[src/rtl/cpu_ctrl_pkg.sv]
// Shared control definitions for the hardwired R-type sequencer.
// Optional MUL/DIV support is enabled by defining RTYPE_SEQ_MULDIV_EN.
package cpu_ctrl_pkg;

    typedef enum logic [3:0] {
        ST_IDLE  = 4'd0,
        ST_T0    = 4'd1,
        ST_T1    = 4'd2,
        ST_T2    = 4'd3,
        ST_T3    = 4'd4,
        ST_T4    = 4'd5,
        ST_T4W   = 4'd6,
        ST_T5    = 4'd7,
        ST_T6    = 4'd8,
        ST_FAULT = 4'd15
    } state_t;

    localparam logic [4:0] OP_ADD  = 5'b00011;
    localparam logic [4:0] OP_SUB  = 5'b00100;
    localparam logic [4:0] OP_SHR  = 5'b00101;
    localparam logic [4:0] OP_SHL  = 5'b00111;
    localparam logic [4:0] OP_AND  = 5'b01010;
    localparam logic [4:0] OP_OR   = 5'b01011;
    localparam logic [4:0] OP_MUL  = 5'b01110;
    localparam logic [4:0] OP_DIV  = 5'b01111;
    localparam logic [4:0] OP_SHRA = 5'b11101;

    localparam int OPC_HI = 31;
    localparam int OPC_LO = 27;
    localparam int RA_HI  = 26;
    localparam int RA_LO  = 23;
    localparam int RB_HI  = 22;
    localparam int RB_LO  = 19;
    localparam int RC_HI  = 18;
    localparam int RC_LO  = 15;

    // MUL/DIV are only legal when the HI/LO write-back path is built.
    function automatic logic is_legal_rtype(input logic [4:0] opcode);
        logic ok;
        ok = 1'b0;
        case (opcode)
            OP_ADD, OP_SUB, OP_SHR, OP_SHL,
            OP_AND, OP_OR, OP_SHRA: ok = 1'b1;
`ifdef RTYPE_SEQ_MULDIV_EN
            OP_MUL, OP_DIV: ok = 1'b1;
`endif
            default: ok = 1'b0;
        endcase
        return ok;
    endfunction

endpackage

[src/rtl/rtype_decode.sv]
// Combinational opcode decode: legality, HI/LO class and ALU select.
// MUL/DIV recognised only when RTYPE_SEQ_MULDIV_EN is defined.
module rtype_decode
    import cpu_ctrl_pkg::*;
#(
    parameter int OP_W = 6
) (
    input  logic [4:0]      opcode,
    output logic            legal,
    output logic            muldiv,
    output logic [OP_W-1:0] op_sel
);

    // Pure lookup, no state.
    always_comb begin
        legal  = is_legal_rtype(opcode);
`ifdef RTYPE_SEQ_MULDIV_EN
        muldiv = (opcode == OP_MUL) || (opcode == OP_DIV);
`else
        muldiv = 1'b0;
`endif
        op_sel = {{(OP_W-5){1'b0}}, opcode};
    end

endmodule

[src/rtl/rtype_sequencer.sv]
// Moore control-step FSM for three-operand ALU instructions (fetch + execute).
// Define RTYPE_SEQ_MULDIV_EN to add MUL/DIV with LO/HI write-back in T5/T6.
module rtype_sequencer
    import cpu_ctrl_pkg::*;
#(
    parameter int OP_W  = 6,
    parameter int SEL_W = 4
) (
    input  logic             Clock,
    input  logic             clear,
    input  logic             run,
    input  logic [31:0]      IR,
    input  logic             finished,
    output logic             PCout,
    output logic             MARin,
    output logic             IncPC,
    output logic             PCin,
    output logic             Read,
    output logic             MDRin,
    output logic             MDRout,
    output logic             IRin,
    output logic             RFout,
    output logic             RFin,
    output logic             RYin,
    output logic             RZin,
    output logic             RZLOout,
    output logic             RZHIout,
    output logic             RLOin,
    output logic             RHIin,
    output logic [SEL_W-1:0] RFSelect,
    output logic [OP_W-1:0]  opSelect,
    output logic             start,
    output logic             fault,
    output logic [3:0]       step
);

    state_t state_q;
    state_t state_d;

    logic [4:0]      opcode;
    logic [SEL_W-1:0] ra;
    logic [SEL_W-1:0] rb;
    logic [SEL_W-1:0] rc;
    logic            dec_legal;
    logic            dec_muldiv;
    logic [OP_W-1:0] dec_op;
    logic            unused_ir;

    assign opcode    = IR[OPC_HI:OPC_LO];
    assign ra        = SEL_W'(IR[RA_HI:RA_LO]);
    assign rb        = SEL_W'(IR[RB_HI:RB_LO]);
    assign rc        = SEL_W'(IR[RC_HI:RC_LO]);
    assign unused_ir = ^IR[RC_LO-1:0];
    assign step      = state_q;

`ifndef RTYPE_SEQ_MULDIV_EN
    logic unused_muldiv;
    assign unused_muldiv = dec_muldiv;
`endif

    rtype_decode #(
        .OP_W (OP_W)
    ) u_decode (
        .opcode (opcode),
        .legal  (dec_legal),
        .muldiv (dec_muldiv),
        .op_sel (dec_op)
    );

    // State register; clear drops straight to IDLE without finishing.
    always_ff @(posedge Clock or negedge clear) begin
        if (!clear) begin
            state_q <= ST_IDLE;
        end else begin
            state_q <= state_d;
        end
    end

    // Next-state and Moore output decode; everything defaults to 0.
    always_comb begin
        state_d  = state_q;
        PCout    = 1'b0;
        MARin    = 1'b0;
        IncPC    = 1'b0;
        PCin     = 1'b0;
        Read     = 1'b0;
        MDRin    = 1'b0;
        MDRout   = 1'b0;
        IRin     = 1'b0;
        RFout    = 1'b0;
        RFin     = 1'b0;
        RYin     = 1'b0;
        RZin     = 1'b0;
        RZLOout  = 1'b0;
        RZHIout  = 1'b0;
        RLOin    = 1'b0;
        RHIin    = 1'b0;
        RFSelect = '0;
        opSelect = '0;
        start    = 1'b0;
        fault    = 1'b0;
        unique case (state_q)
            ST_IDLE: begin
                if (run) state_d = ST_T0;
            end
            ST_T0: begin
                PCout   = 1'b1;
                MARin   = 1'b1;
                IncPC   = 1'b1;
                RZin    = 1'b1;
                state_d = ST_T1;
            end
            ST_T1: begin
                RZLOout = 1'b1;
                PCin    = 1'b1;
                Read    = 1'b1;
                MDRin   = 1'b1;
                state_d = ST_T2;
            end
            ST_T2: begin
                MDRout  = 1'b1;
                IRin    = 1'b1;
                state_d = ST_T3;
            end
            ST_T3: begin
                if (dec_legal) begin
                    RFSelect = rb;
                    RFout    = 1'b1;
                    RYin     = 1'b1;
                    state_d  = ST_T4;
                end else begin
                    state_d = ST_FAULT;
                end
            end
            ST_T4, ST_T4W: begin
                RFSelect = rc;
                RFout    = 1'b1;
                opSelect = dec_op;
                RZin     = 1'b1;
                start    = (state_q == ST_T4);
                state_d  = finished ? ST_T5 : ST_T4W;
            end
            ST_T5: begin
                RZLOout = 1'b1;
`ifdef RTYPE_SEQ_MULDIV_EN
                if (dec_muldiv) begin
                    RLOin   = 1'b1;
                    state_d = ST_T6;
                end else begin
                    RFSelect = ra;
                    RFin     = 1'b1;
                    state_d  = run ? ST_T0 : ST_IDLE;
                end
`else
                RFSelect = ra;
                RFin     = 1'b1;
                state_d  = run ? ST_T0 : ST_IDLE;
`endif
            end
`ifdef RTYPE_SEQ_MULDIV_EN
            ST_T6: begin
                RZHIout = 1'b1;
                RHIin   = 1'b1;
                state_d = run ? ST_T0 : ST_IDLE;
            end
`endif
            ST_FAULT: begin
                fault   = 1'b1;
                state_d = ST_FAULT;
            end
            default: begin
                state_d = ST_FAULT;
            end
        endcase
    end

endmodule

[config.mk]
export PLATFORM = sky130hd
export DESIGN_NAME = rtype_sequencer
export DESIGN_NICKNAME = d
export VERILOG_FILES = /design/src/rtl/cpu_ctrl_pkg.sv /design/src/rtl/rtype_decode.sv /design/src/rtl/rtype_sequencer.sv
export SDC_FILE = /design/constraint.sdc
export NUM_CORES = 1
export LEC_CHECK = 0
export ABC_AREA = 0
export ABC_CLOCK_PERIOD_IN_PS = 1600
export CORE_ASPECT_RATIO = 1.4
export CORE_MARGIN = 4
export CORE_UTILIZATION = 24
export CTS_CLUSTER_DIAMETER = 150
export CTS_CLUSTER_SIZE = 25
export DETAILED_ROUTE_END_ITERATION = 12
export HOLD_SLACK_MARGIN = 0.05
export PLACE_DENSITY = 0.75
export RECOVER_POWER = 50
export SYNTH_ARGS = -nofsm -noshare
export SYNTH_HDL_FRONTEND = slang
export SYNTH_SLANG_ARGS = --single-unit
[constraint.sdc]
create_clock -name Clock -period 1.6 [get_ports Clock]
set_clock_uncertainty 0.1 [all_clocks]
set_input_delay 0.32 -clock Clock [delete_from_list [all_inputs] [get_ports Clock]]
set_output_delay 0.32 -clock Clock [all_outputs]
set_load 0.005 [all_outputs]
**Word-level counts from Yosys, hierarchy flattened**

Index checks and enable logic that the tools add are counted.

- Equal/unequal tests: 16
- Multiplexer cells: 20
- Reductions and logical operators: 5

Operators by type and width:

| kind | count |
|---|---|
| 4-bit case mux with 7 select lines | 1 |
| 4-bit by 3-bit == test with 1-bit output (second input constant) | 4 |
| 5-bit by 3-bit == test with 1-bit output (second input constant) | 3 |
| 1-bit 2-to-1 mux | 13 |
| 4-bit 2-to-1 mux | 3 |
| 4-bit case mux with 3 select lines | 1 |
| 5-bit by 4-bit == test with 1-bit output (second input constant) | 2 |
| 4-bit by 2-bit == test with 1-bit output (second input constant) | 2 |
| 7-bit OR reduction | 1 |
| 5-bit by 2-bit == test with 1-bit output (second input constant) | 1 |
| 5-bit == test (second input constant) | 1 |
| 5-bit 2-to-1 mux | 1 |
| 4-bit by 1-bit == test with 1-bit output (second input constant) | 1 |
| 4-bit == test (second input constant) | 1 |
| 4-bit zero test | 1 |
| 2-bit OR reduction | 2 |
| 3-bit OR reduction | 1 |
| 2-bit != test (second input constant) | 1 |
| 1-bit case mux with 2 select lines | 1 |

- Bits in registers: 4
- Bits of input ports: 36
- Output and inout bits: 32

**Longest topological paths before layout**

Gate-level depths: netlist (run 1).

- Word-level depth: 5
- Mapped depth: 4
- Mapped depth without buffers: 4

**Hierarchy**

A second synthesis (run 1) with hierarchy kept.

- Cells, all modules: 80
- Area total of the unflattened synthesis: 653.1 sq um

Modules (own cells, without submodules):

| module | instances | cells an instance | area an instance (sq um) | sequential area each (sq um) |
|---|---|---|---|---|
| rtype_sequencer | 1 | 67 | 556.8 | 100.1 |
| rtype_decode | 1 | 13 | 96.3 | 0.0 |

**Worst setup path after synthesis (run 1)**

Ideal clock, no wire load.

- Path kind: reg-to-output
- Start: register state_q[1], in the netlist step[1]
- End: output PCin
- Data arrival time: 1.435 ns
- Path slack: -0.255 ns
- Stages on the path, launching flop included: 5
- Cell sequence: dfrtp_1 -> buf_2 -> nor2b_1 -> nor3b_1 -> buf_4

- Longest elaborated chain between the ends: 2

Ends and longest elaborated chain:

| what | RTL line | RTL |
|---|---|---|
| start, declared | rtype_sequencer.sv:37 | `state_t state_q;` |
| start signal, assigned | rtype_sequencer.sv:75 | `state_q <= state_d;` |
| 4-bit by 2-bit == test with 1-bit output | n/a |  |
| 1-bit 2-to-1 mux | n/a |  |
| end, declared | rtype_sequencer.sv:17 | `output logic PCin,` |

No other way between the ends.

**Final worst setup path (run 1)**

- Start: input IR[31]
- End: output RYin

- Longest elaborated chain between the ends: 5
- Elaborated cells between the ends (all ways): 11
- Those cells by class: eq/ne (7); mux (3); reduce/logical (1)

Ends and longest elaborated chain:

| what | RTL line | RTL |
|---|---|---|
| start, declared | rtype_sequencer.sv:12 | `input logic [31:0] IR,` |
| 5-bit by 2-bit == test with 1-bit output, or another cell as far along | cpu_ctrl_pkg.sv:41 | `case (opcode)` |
| 7-bit OR reduction (*) | cpu_ctrl_pkg.sv:41 |  |
| 1-bit 2-to-1 mux (*) | cpu_ctrl_pkg.sv:41 |  |
| 1-bit 2-to-1 mux (*) | rtype_sequencer.sv:126 | `if (dec_legal) begin` |
| 1-bit 2-to-1 mux (*) | rtype_sequencer.sv:102 | `unique case (state_q)` |
| end, declared | rtype_sequencer.sv:24 | `output logic RYin,` |

Every way passes the cells marked *; elsewhere a longest branch is shown, timed or not.

==> qor.tcl, run 1 <==
set qor(ir_drop_mv) 0.9470
set qor(whs_ps) 274.7
set qor(criticalPathCategory) {input port to output port}
set qor(grt_pass1_vias) 1121
set qor(largest_register_ff_count) 4
set qor(crit_chain) {buf_6, or3b_4, a21boi_4, buf_6, buf_6, nor2_4, nor4_2, buf_2}
set qor(detailedRoute.firstPassIterationCount) 4
set qor(final_min_period_over_clock_period_pct) 125.1
set qor(die_h_microns) 67.38
set qor(gate_count_of_the_mapped_netlist) 78
set qor(final_layout_size_suffix_gt1_share_pct) 71.82
set qor(cp.required_ps) 1180
set qor(per_cell_routed_wire_length_microns) 15.84
set qor(flow.area_growth_from_synthesis_pct) 190.1
set qor(setup_repair_after_global_routing_missed_its_margin) {yes}
set qor(slew_viol_final) 0
set qor(drt-initial-drc-count) 37
set qor(cp.arrival_ps) 1580
set qor(ys_warn_count) 0
set qor(port-buffer-count) 48
set qor(holdCritPathClass) {input port to async pin}
set qor(finalInstanceArea_sq_um) 1753
set qor(fillerInstances) 155
set qor(antenna_left) 0
set qor(vias) 1026
set qor(slowest_stage) {or3b_4}
set qor(netlist-cell-type-count) 35
set qor(register_area_sq_um) 103.9
set qor(setup.worst_path.start_class) {input port}
set qor(multi_input_gate_area_sq_um) 595.6
set qor(maximum_number_of_pins_on_one_net_before_global_route_repair) 7
set qor(htree_levels) 1
set qor(postPlaceCellArea_sq_um) 1294
set qor(rr_startpoint) {step[0]}
set qor(worstRegToRegCells) 7
set qor(drt_wl_total_microns) 3405
set qor(postSynthRegisterBits) 4
set qor(groute.usage.overall_pct) 20.19
set qor(antenna_found_initial) 0
set qor(timing.reg2reg.setup_slack_ps) -10
set qor(clock.fmax_mhz) 499.5
set qor(grt_first_pass_wirelength_microns) 5230
set qor(root_buffer) {clkbuf_4}
set qor(finalHoldViolCount) 0
set qor(detailedPlacementHpwl_microns) 1851
set qor(design.final.nets) 219
set qor(instances_no_fill) 215
set qor(violations_in_the_final_reports) {setup timing}
set qor(worst_slack_ps) -402.1
set qor(place.gp.congestion) 0.7054
set qor(place_ws_ps) -1117
set qor(cts_max_path_buffers) 2
set qor(setup_violations) 27
set qor(grt_overflow_total) 0
set qor(cts_tree) {done}
set qor(cp_num_buf_inv) 4
set qor(critical_path.max_fanout) 3
set qor(clock_sinks) 4
set qor(run_status) {finished, violations left}
set qor(worst_path_largest_cell_delay_ps) 400
set qor(n_antenna_cell) 0
set qor(crit_family) {simple AND/OR/NAND/NOR gates}
set qor(initial_utilization_pct) 25.27
set qor(synthesis.area_per_instance_sq_um) 7.748
set qor(leakage_power_figure_nw) 0.8383
set qor(row_count) 21
set qor(power_per_cell_area_nw_per_um2) 1564
set qor(floorplan.io_pins) 68
set qor(fp.coreArea_sq_um) 2391
set qor(synth-seq-area-share_pct) 16.56
set qor(critical_path.endpoint_type) {output port}
set qor(clk_latency_ps) 230
set qor(reg2reg_to) {step[1]}
set qor(drv_cap) 0
set qor(final_period_minus_worst_setup_slack_ps) 2002
set qor(drc) 0
set qor(number_of_buffers_created_by_cts) 3
set qor(cts.clk_slew.worst_paths_ps) 40
set qor(route.detailed.vias_per_inst) 4.772
set qor(netlist_area_sq_um) 604.3
set qor(placed_cells_incl_taps) 175
set qor(die-width_microns) 50.41
set qor(fp.dieArea_sq_um) 3396
set qor(crit_path_frequent_cell) {buf_6}
[repair_timing]
item                       in CTS  in global routing
pin swaps                      21                 15
hold buffers                    0                  0
setup endpoints to repair      30                 28
cloned                          0                  0
resized for setup             173                 21
buffers inserted               31                  9
[layer usage]
metal / track usage (%) / up-vias / wire [microns]
met5: 0 / - / 0
met4: 9.091 / 0 / 53
met3: 4.415 / 6 / 226
met2: 42.97 / 43 / 1986
li1: - / 483 / -
met1: 17.15 / 494 / 1138
[worst register-to-register path, stage by stage, from the launching register on]
cell and delay (ps):
dfrtp_2 420, buf_6 130, buf_6 110, nor2_4 120, buf_6 130, buf_4 120
nor2_1 40, a311o_1 330
[cells in the final DEF, fill, tap and decap left out, types with 3 or more instances in the layout]
master | synthesis | routed
buf_6 | 0 | 35
buf_4 | 9 | 33
buf_2 | 1 | 19
clkdlybuf4s50_1 | 0 | 14
o211ai_1 | 4 | 4
a22oi_2 | 0 | 4
a21oi_1 | 6 | 4
and2_1 | 5 | 4
conb_1 | 1 | 4
nor2_4 | 0 | 3
nor3_4 | 0 | 3
mux2_2 | 3 | 3
clkbuf_4 | 0 | 3
dfrtp_2 | 0 | 3
[report_power, final]
| group | internal, mW | switching, mW |
|---|---|---|
| Clock | 0.0839 | 0.0414 |
| Sequential | 0.155 | 0.0538 |
| Combinational | 1.43 | 0.976 |
[Yosys cell counts (all sizes together)]
| library cell | count | share of area, % |
|---|---|---|
| xnor2 | 1 | 1.4 |
| a211oi | 1 | 1.2 |
| nor3b | 3 | 3.7 |
| o211ai | 4 | 5.0 |
| a22oi | 4 | 5.0 |
| mux2 | 4 | 7.5 |
| and2 | 6 | 6.2 |
| a31o | 1 | 1.4 |
| clkbuf | 3 | 1.9 |
| a311o | 1 | 1.7 |
| nor3 | 4 | 3.3 |
| a21o | 1 | 1.2 |
| o21ai | 2 | 1.7 |
| a21oi | 7 | 6.4 |
| xor2 | 1 | 1.4 |
| or3b | 2 | 3.3 |
| nand2b | 3 | 3.1 |
| nor4 | 1 | 1.0 |
| and3 | 1 | 1.0 |
| buf | 11 | 13 |
| a21boi | 1 | 3.1 |
| dfrtp | 4 | 17 |
| nor2b | 2 | 2.1 |
| nand4b | 1 | 1.4 |
| nand2 | 2 | 1.2 |
| conb | 1 | 0.62 |
| nand3b | 1 | 1.2 |
| nor2 | 5 | 3.5 |
[worst max path at each step]
stage,startpoint,endpoint,cells after the start
finish,IR[31],RYin,8
global route,IR[31],RYin,8
CTS,IR[30],RFout,8
detailed placement,IR[28],RFSelect[0],6
global placement,IR[28],RFout,6
floorplan,IR[28],RFSelect[0],4
[through the flow]
stage	TNS, ps	power [mW]	utilization [%]
6_report	-6940	2.742	73.31
2_1_floorplan	-107.2	0.8220	-
4_1_cts	-5677	2.482	68.50
3_3_place_gp	-12920	1.642	54.11
3_5_place_dp	-13750	1.681	54.11
5_1_grt	-8296	2.876	73.31
[final cells by class]
cell class / instances / share of cell area (%)
repair buffers: 111 / 56.39
multi-input cells: 63 / 33.98
flip-flops and latches: 4 / 5.924
well taps: 34 / 2.427
clock buffers: 3 / 1.285
[cell families after synthesis]
family          share of synthesized area (%)
flops                                   16.56
buf+inv                                 14.49
xor+xnor                                2.899
compound gates                          26.71
other cells                            0.6205
mux                                     7.453
simple gates                            31.27
Note: power is estimated with default switching activity, not from simulation.
==> run 2, diff against run 1 <==
--- a/config.mk
+++ b/config.mk
@@ -7,5 +7,4 @@
 export LEC_CHECK = 0
 export ABC_AREA = 0
-export ABC_CLOCK_PERIOD_IN_PS = 1600
 export CORE_ASPECT_RATIO = 1.4
 export CORE_MARGIN = 4
--- a/constraint.sdc
+++ b/constraint.sdc
@@ -3,3 +3,3 @@
 set_input_delay 0.32 -clock Clock [delete_from_list [all_inputs] [get_ports Clock]]
 set_output_delay 0.32 -clock Clock [all_outputs]
-set_load 0.005 [all_outputs]
+set_load 0.02 [all_outputs]
==> qor.tcl, run 2 (synthesis results as in run 1) <==
set qor(crit_path_frequent_cell) {buf_6}
set qor(maximum_number_of_pins_on_one_net_before_global_route_repair) 12
set qor(critical_path.endpoint_type) {output port}
set qor(placed_cells_incl_taps) 169
set qor(flow.area_growth_from_synthesis_pct) 181.6
set qor(place_ws_ps) -1209
set qor(fp.coreArea_sq_um) 2391
set qor(ir_drop_mv) 0.8713
set qor(number_of_buffers_created_by_cts) 3
set qor(multi_input_gate_area_sq_um) 638.1
set qor(setup.worst_path.start_class) {register}
set qor(cts_max_path_buffers) 2
set qor(worst_slack_ps) -412.5
set qor(postCtsHoldBufs) 0
set qor(slew_viol_final) 0
set qor(route.detailed.vias_per_inst) 4.670
set qor(htree_levels) 1
set qor(drc) 0
set qor(n_antenna_cell) 0
set qor(postPlaceCellArea_sq_um) 1360
set qor(finalInstanceArea_sq_um) 1702
set qor(drv_cap) 0
set qor(floorplan.io_pins) 68
set qor(cp.required_ps) 1180
set qor(fp.dieArea_sq_um) 3396
set qor(fillerInstances) 171
set qor(violations_in_the_final_reports) {setup timing}
set qor(antenna_left) 0
set qor(clock_sinks) 4
set qor(vias) 920
set qor(whs_ps) 249.5
set qor(post-layout-total-power_mw) 2.883
set qor(most_used_cells_in_the_layout_excluding_fill_and_tap_cells) {buf_4, buf_6, clkdlybuf4s50_1}
set qor(cp.arrival_ps) 1590
set qor(leakage_power_figure_nw) 0.7626
set qor(row_count) 21
set qor(criticalPathCategory) {register to output port}
set qor(setup_repair_after_global_routing_missed_its_margin) {yes}
set qor(drt_wl_total_microns) 2746
set qor(design.final.nets) 200
set qor(cts.clk_slew.worst_paths_ps) 40
set qor(initial_utilization_pct) 25.27
set qor(worst_path_largest_cell_delay_ps) 450
set qor(root_buffer) {clkbuf_4}
set qor(slowest_stage) {dfrtp_2}
set qor(groute.usage.overall_pct) 16.84
set qor(grt_pass1_vias) 999
set qor(run_status) {finished, violations left}
set qor(finalHoldViolCount) 0
set qor(cts_tree) {done}
set qor(per_cell_routed_wire_length_microns) 13.94
set qor(clock.fmax_mhz) 496.9
set qor(clk_latency_ps) 240
set qor(largest_register_ff_count) 4
set qor(port-buffer-count) 48
set qor(crit_chain) {buf_6, buf_6, mux2_4, a22oi_2, a21oi_2, buf_4}
set qor(place.gp.congestion) 0.7891
set qor(drt-initial-drc-count) 16
set qor(holdCritPathClass) {input port to async pin}
set qor(antenna_found_initial) 0
set qor(layout_commonest_cell) {buf_4}
set qor(final_min_period_over_clock_period_pct) 125.8
set qor(final_layout_size_suffix_gt1_share_pct) 71.78
set qor(grt_overflow_total) 0
set qor(detailedPlacementHpwl_microns) 1892
set qor(final_period_minus_worst_setup_slack_ps) 2012
set qor(die-width_microns) 50.41
set qor(grt_first_pass_wirelength_microns) 4347
set qor(register_area_sq_um) 102.6
set qor(die_h_microns) 67.38
set qor(power_per_cell_area_nw_per_um2) 1694
set qor(instances_no_fill) 197
set qor(setup_violations) 24
set qor(detailedRoute.firstPassIterationCount) 2
set qor(critical_path.max_fanout) 6
-- run 2: cell count changes in the layout (fill, tap and decap cells not counted), sizes merged --
cell / change
buf: -17
clkbuf: -1
-- run 2: final timing paths --
path | startpoint | to | slack [ps] | depth (start not counted)
setup / recovery | step[1] | RFSelect[0] | -410 | 6
hold / removal | clear | step[0] | 250 | 1
setup reg to reg | step[1] | step[1] | 50 | 5
hold reg to reg | step[2] | step[2] | 600 | 3
max in group asynchronous | clear | step[1] | 960 | 1
min in group Clock | step[2] | step[2] | 600 | 3
-- run 2: power by group --
group          internal, mW  total [mW]  switching, mW
clock network        0.0937       0.137         0.0433
logic                  1.39        2.53           1.14
registers             0.153       0.220         0.0672
total                  1.63        2.88           1.25
-- run 2: final cells by class --
| cell class | instances | area share [%] |
|---|---|---|
| Sequential cell | 4 | 6.029 |
| Clock buffer | 4 | 1.544 |
| Multi-Input combinational cell | 63 | 37.50 |
| Timing Repair Buffer | 92 | 52.43 |
| Tap cell | 34 | 2.500 |
-- run 2: what timing repair did --
action                                  in CTS  in global routing
resized for setup                          188                 13
pin swaps                                   21                  7
endpoints found under the setup margin      30                 27
setup buffers                               16                  8
-- run 2: through the flow --
step / utilization (%) / setup TNS, ps
2_1_floorplan: - / -1454
3_3_place_gp: 56.88 / -15510
3_5_place_dp: 56.88 / -16060
4_1_cts: 66.77 / -5606
5_1_grt: 71.17 / -8282
6_report: 71.17 / -6505
-- run 2: layer usage --
layer  global-route usage, %  part of all wire (%)  up-vias
li1                        -                     -      439
met1                   15.15                    33      437
met2                   34.64                    59       40
met3                   3.311                   7.4        4
met4                   8.418                   1.2        0
met5                       0                     0        -
-- run 2: critical path: cells and delay by family (launching register included) --
kind | cells | cell delay [ps]
muxes | 1 | 290
buffers and inverters | 3 | 420
AOI/OAI and AO/OA | 2 | 210
DFF | 1 | 450
==> run 3, diff against run 2 <==
- CELL_PAD_IN_SITES_DETAIL_PLACEMENT: unset -> 1
- CELL_PAD_IN_SITES_GLOBAL_PLACEMENT: unset -> 2
- CORE_UTILIZATION: 24 -> 11
- PLACE_DENSITY: 0.75 -> unset
- PLACE_DENSITY_LB_ADDON: unset -> 0.1
- SLEW_MARGIN: unset -> 20
==> qor.tcl, run 3 (synthesis results as in run 1) <==
set qor(worst_path_largest_cell_delay_ps) 400
set qor(n_antenna_cell) 0
set qor(finalInstanceArea_sq_um) 1802
set qor(timing.reg2reg.setup_slack_ps) 100
set qor(final_min_period_over_clock_period_pct) 119.9
set qor(design.final.nets) 203
set qor(detailedPlacementHpwl_microns) 2327
set qor(initial_utilization_pct) 11.54
set qor(drv_cap) 0
set qor(slowest_stage) {or3b_4}
set qor(run_status) {finished, violations left}
set qor(fp.dieArea_sq_um) 6761
set qor(route.detailed.vias_per_inst) 3.927
set qor(leakage_power_figure_nw) 0.7933
set qor(drt-initial-drc-count) 5
set qor(grt_pass1_vias) 1031
set qor(maximum_number_of_pins_on_one_net_before_global_route_repair) 12
set qor(final_layout_size_suffix_gt1_share_pct) 74.10
set qor(clk_latency_ps) 220
set qor(grt_overflow_total) 0
set qor(flow.area_growth_from_synthesis_pct) 198.1
set qor(worstSetupStartpoint) {IR[30]}
set qor(postPlaceCellArea_sq_um) 1418
set qor(cp.required_ps) 1180
set qor(setup_repair_after_global_routing_missed_its_margin) {yes}
set qor(cts.clk_slew.worst_paths_ps) 30
set qor(worst_slack_ps) -319.1
set qor(detailedRoute.firstPassIterationCount) 3
set qor(port-buffer-count) 48
set qor(slew_viol_final) 0
set qor(groute.usage.overall_pct) 9.002
set qor(clock.fmax_mhz) 521.1
set qor(die_h_microns) 95.70
set qor(most_used_cells_in_the_layout_excluding_fill_and_tap_cells) {buf_6, buf_4, clkdlybuf4s50_1}
set qor(htree_levels) 1
set qor(reg2reg_to) {step[1]}
set qor(fp.coreArea_sq_um) 5236
set qor(finalHoldViolCount) 0
set qor(antenna_left) 0
set qor(ir_drop_mv) 0.3809
set qor(holdCritPathClass) {input port to async pin}
set qor(cp.arrival_ps) 1500
set qor(criticalPathCategory) {input port to output port}
set qor(vias) 911
set qor(rr_startpoint) {step[1]}
set qor(critical_path.max_fanout) 5
set qor(critical_path.endpoint_type) {output port}
set qor(crit_family) {simple AND/OR/NAND/NOR gates}
set qor(place_ws_ps) -1195
set qor(violations_in_the_final_reports) {setup timing}
set qor(power_per_cell_area_nw_per_um2) 1584
set qor(drc) 0
set qor(row_count) 31
set qor(setup.worst_path.start_class) {input port}
set qor(post-layout-total-power_mw) 2.854
set qor(cts_tree) {done}
set qor(cts_max_path_buffers) 2
set qor(worstRegToRegCells) 6
set qor(setup_violations) 24
set qor(place.gp.congestion) 0.6077
set qor(root_buffer) {clkbuf_8}
set qor(crit_path_frequent_cell) {buf_6}
set qor(crit_chain) {buf_6, or3b_4, a21oi_4, nor2_4, a211oi_4, buf_6}
set qor(antenna_found_initial) 0
set qor(die-width_microns) 70.65
set qor(floorplan.io_pins) 68
set qor(per_cell_routed_wire_length_microns) 12.63
set qor(drt_wl_total_microns) 2931
set qor(final_period_minus_worst_setup_slack_ps) 1919
set qor(cp_num_buf_inv) 2
set qor(layout_commonest_cell) {buf_6}
set qor(clock_sinks) 4
set qor(largest_register_ff_count) 4
set qor(number_of_buffers_created_by_cts) 3
set qor(whs_ps) 273.0
set qor(grt_first_pass_wirelength_microns) 4788
==> run 3: changes by cell type in the layout (fill, tap and decap cells not counted), sizes merged <==
cell,delta
clkdlybuf4s15,-1
buf,+2
clkbuf,+2
==> run 3: how the worst max path moves through the flow <==
stage                        endpoint  slack, ps  cells after the start
final                           RFout       -320                      6
after detailed placement  RFSelect[0]      -1200                      6
after global routing      RFSelect[1]       -380                      6
after floorplan                  PCin       -160                      4
after global placement    RFSelect[0]      -1200                      6
after CTS                       RFout       -370                      6
==> run 3: metrics by stage <==
stage          TNS [ps]  std cells  utilization, %
2_1_floorplan     -1454         81               -
3_3_place_gp     -16560        205           27.07
3_5_place_dp     -16900        205           27.07
4_1_cts           -4935        225           32.62
5_1_grt           -6673        232           34.41
6_report          -5045        232           34.41
==> run 3: final cells by class <==
| type | count | area, sq um |
|---|---|---|
| Timing Repair Buffer | 95 | 923.4 |
| Clock buffer | 4 | 45.04 |
| Sequential cell | 4 | 103.9 |
| Fill cell | 629 | 3435 |
| Tap cell | 66 | 82.58 |
| Multi-Input combinational cell | 63 | 646.9 |
==> run 3: timing repair <==
| item | 4_1_cts | 5_1_grt |
|---|---|---|
| setup endpoints to repair | 30 | 27 |
| buffers inserted | 17 | 9 |
| resized for setup | 191 | 20 |
| hold buffers | 0 | 0 |
| pin swaps | 17 | 15 |
==> run 3: report_power, final <==
| part | internal [mW] | switching [mW] |
|---|---|---|
| registers | 0.155 | 0.0676 |
| clock network | 0.171 | 0.0571 |
| logic | 1.31 | 1.10 |
| total | 1.63 | 1.22 |
==> run 3: layer usage <==
layer  global-route usage, %  up-vias  part of all wire [%]
met5                       0        -                     0
li1                        -      446                     -
met1                   8.318      425                    32
met2                   18.36       35                    59
met4                   4.702        0                   2.1
met3                   1.672        5                   6.2
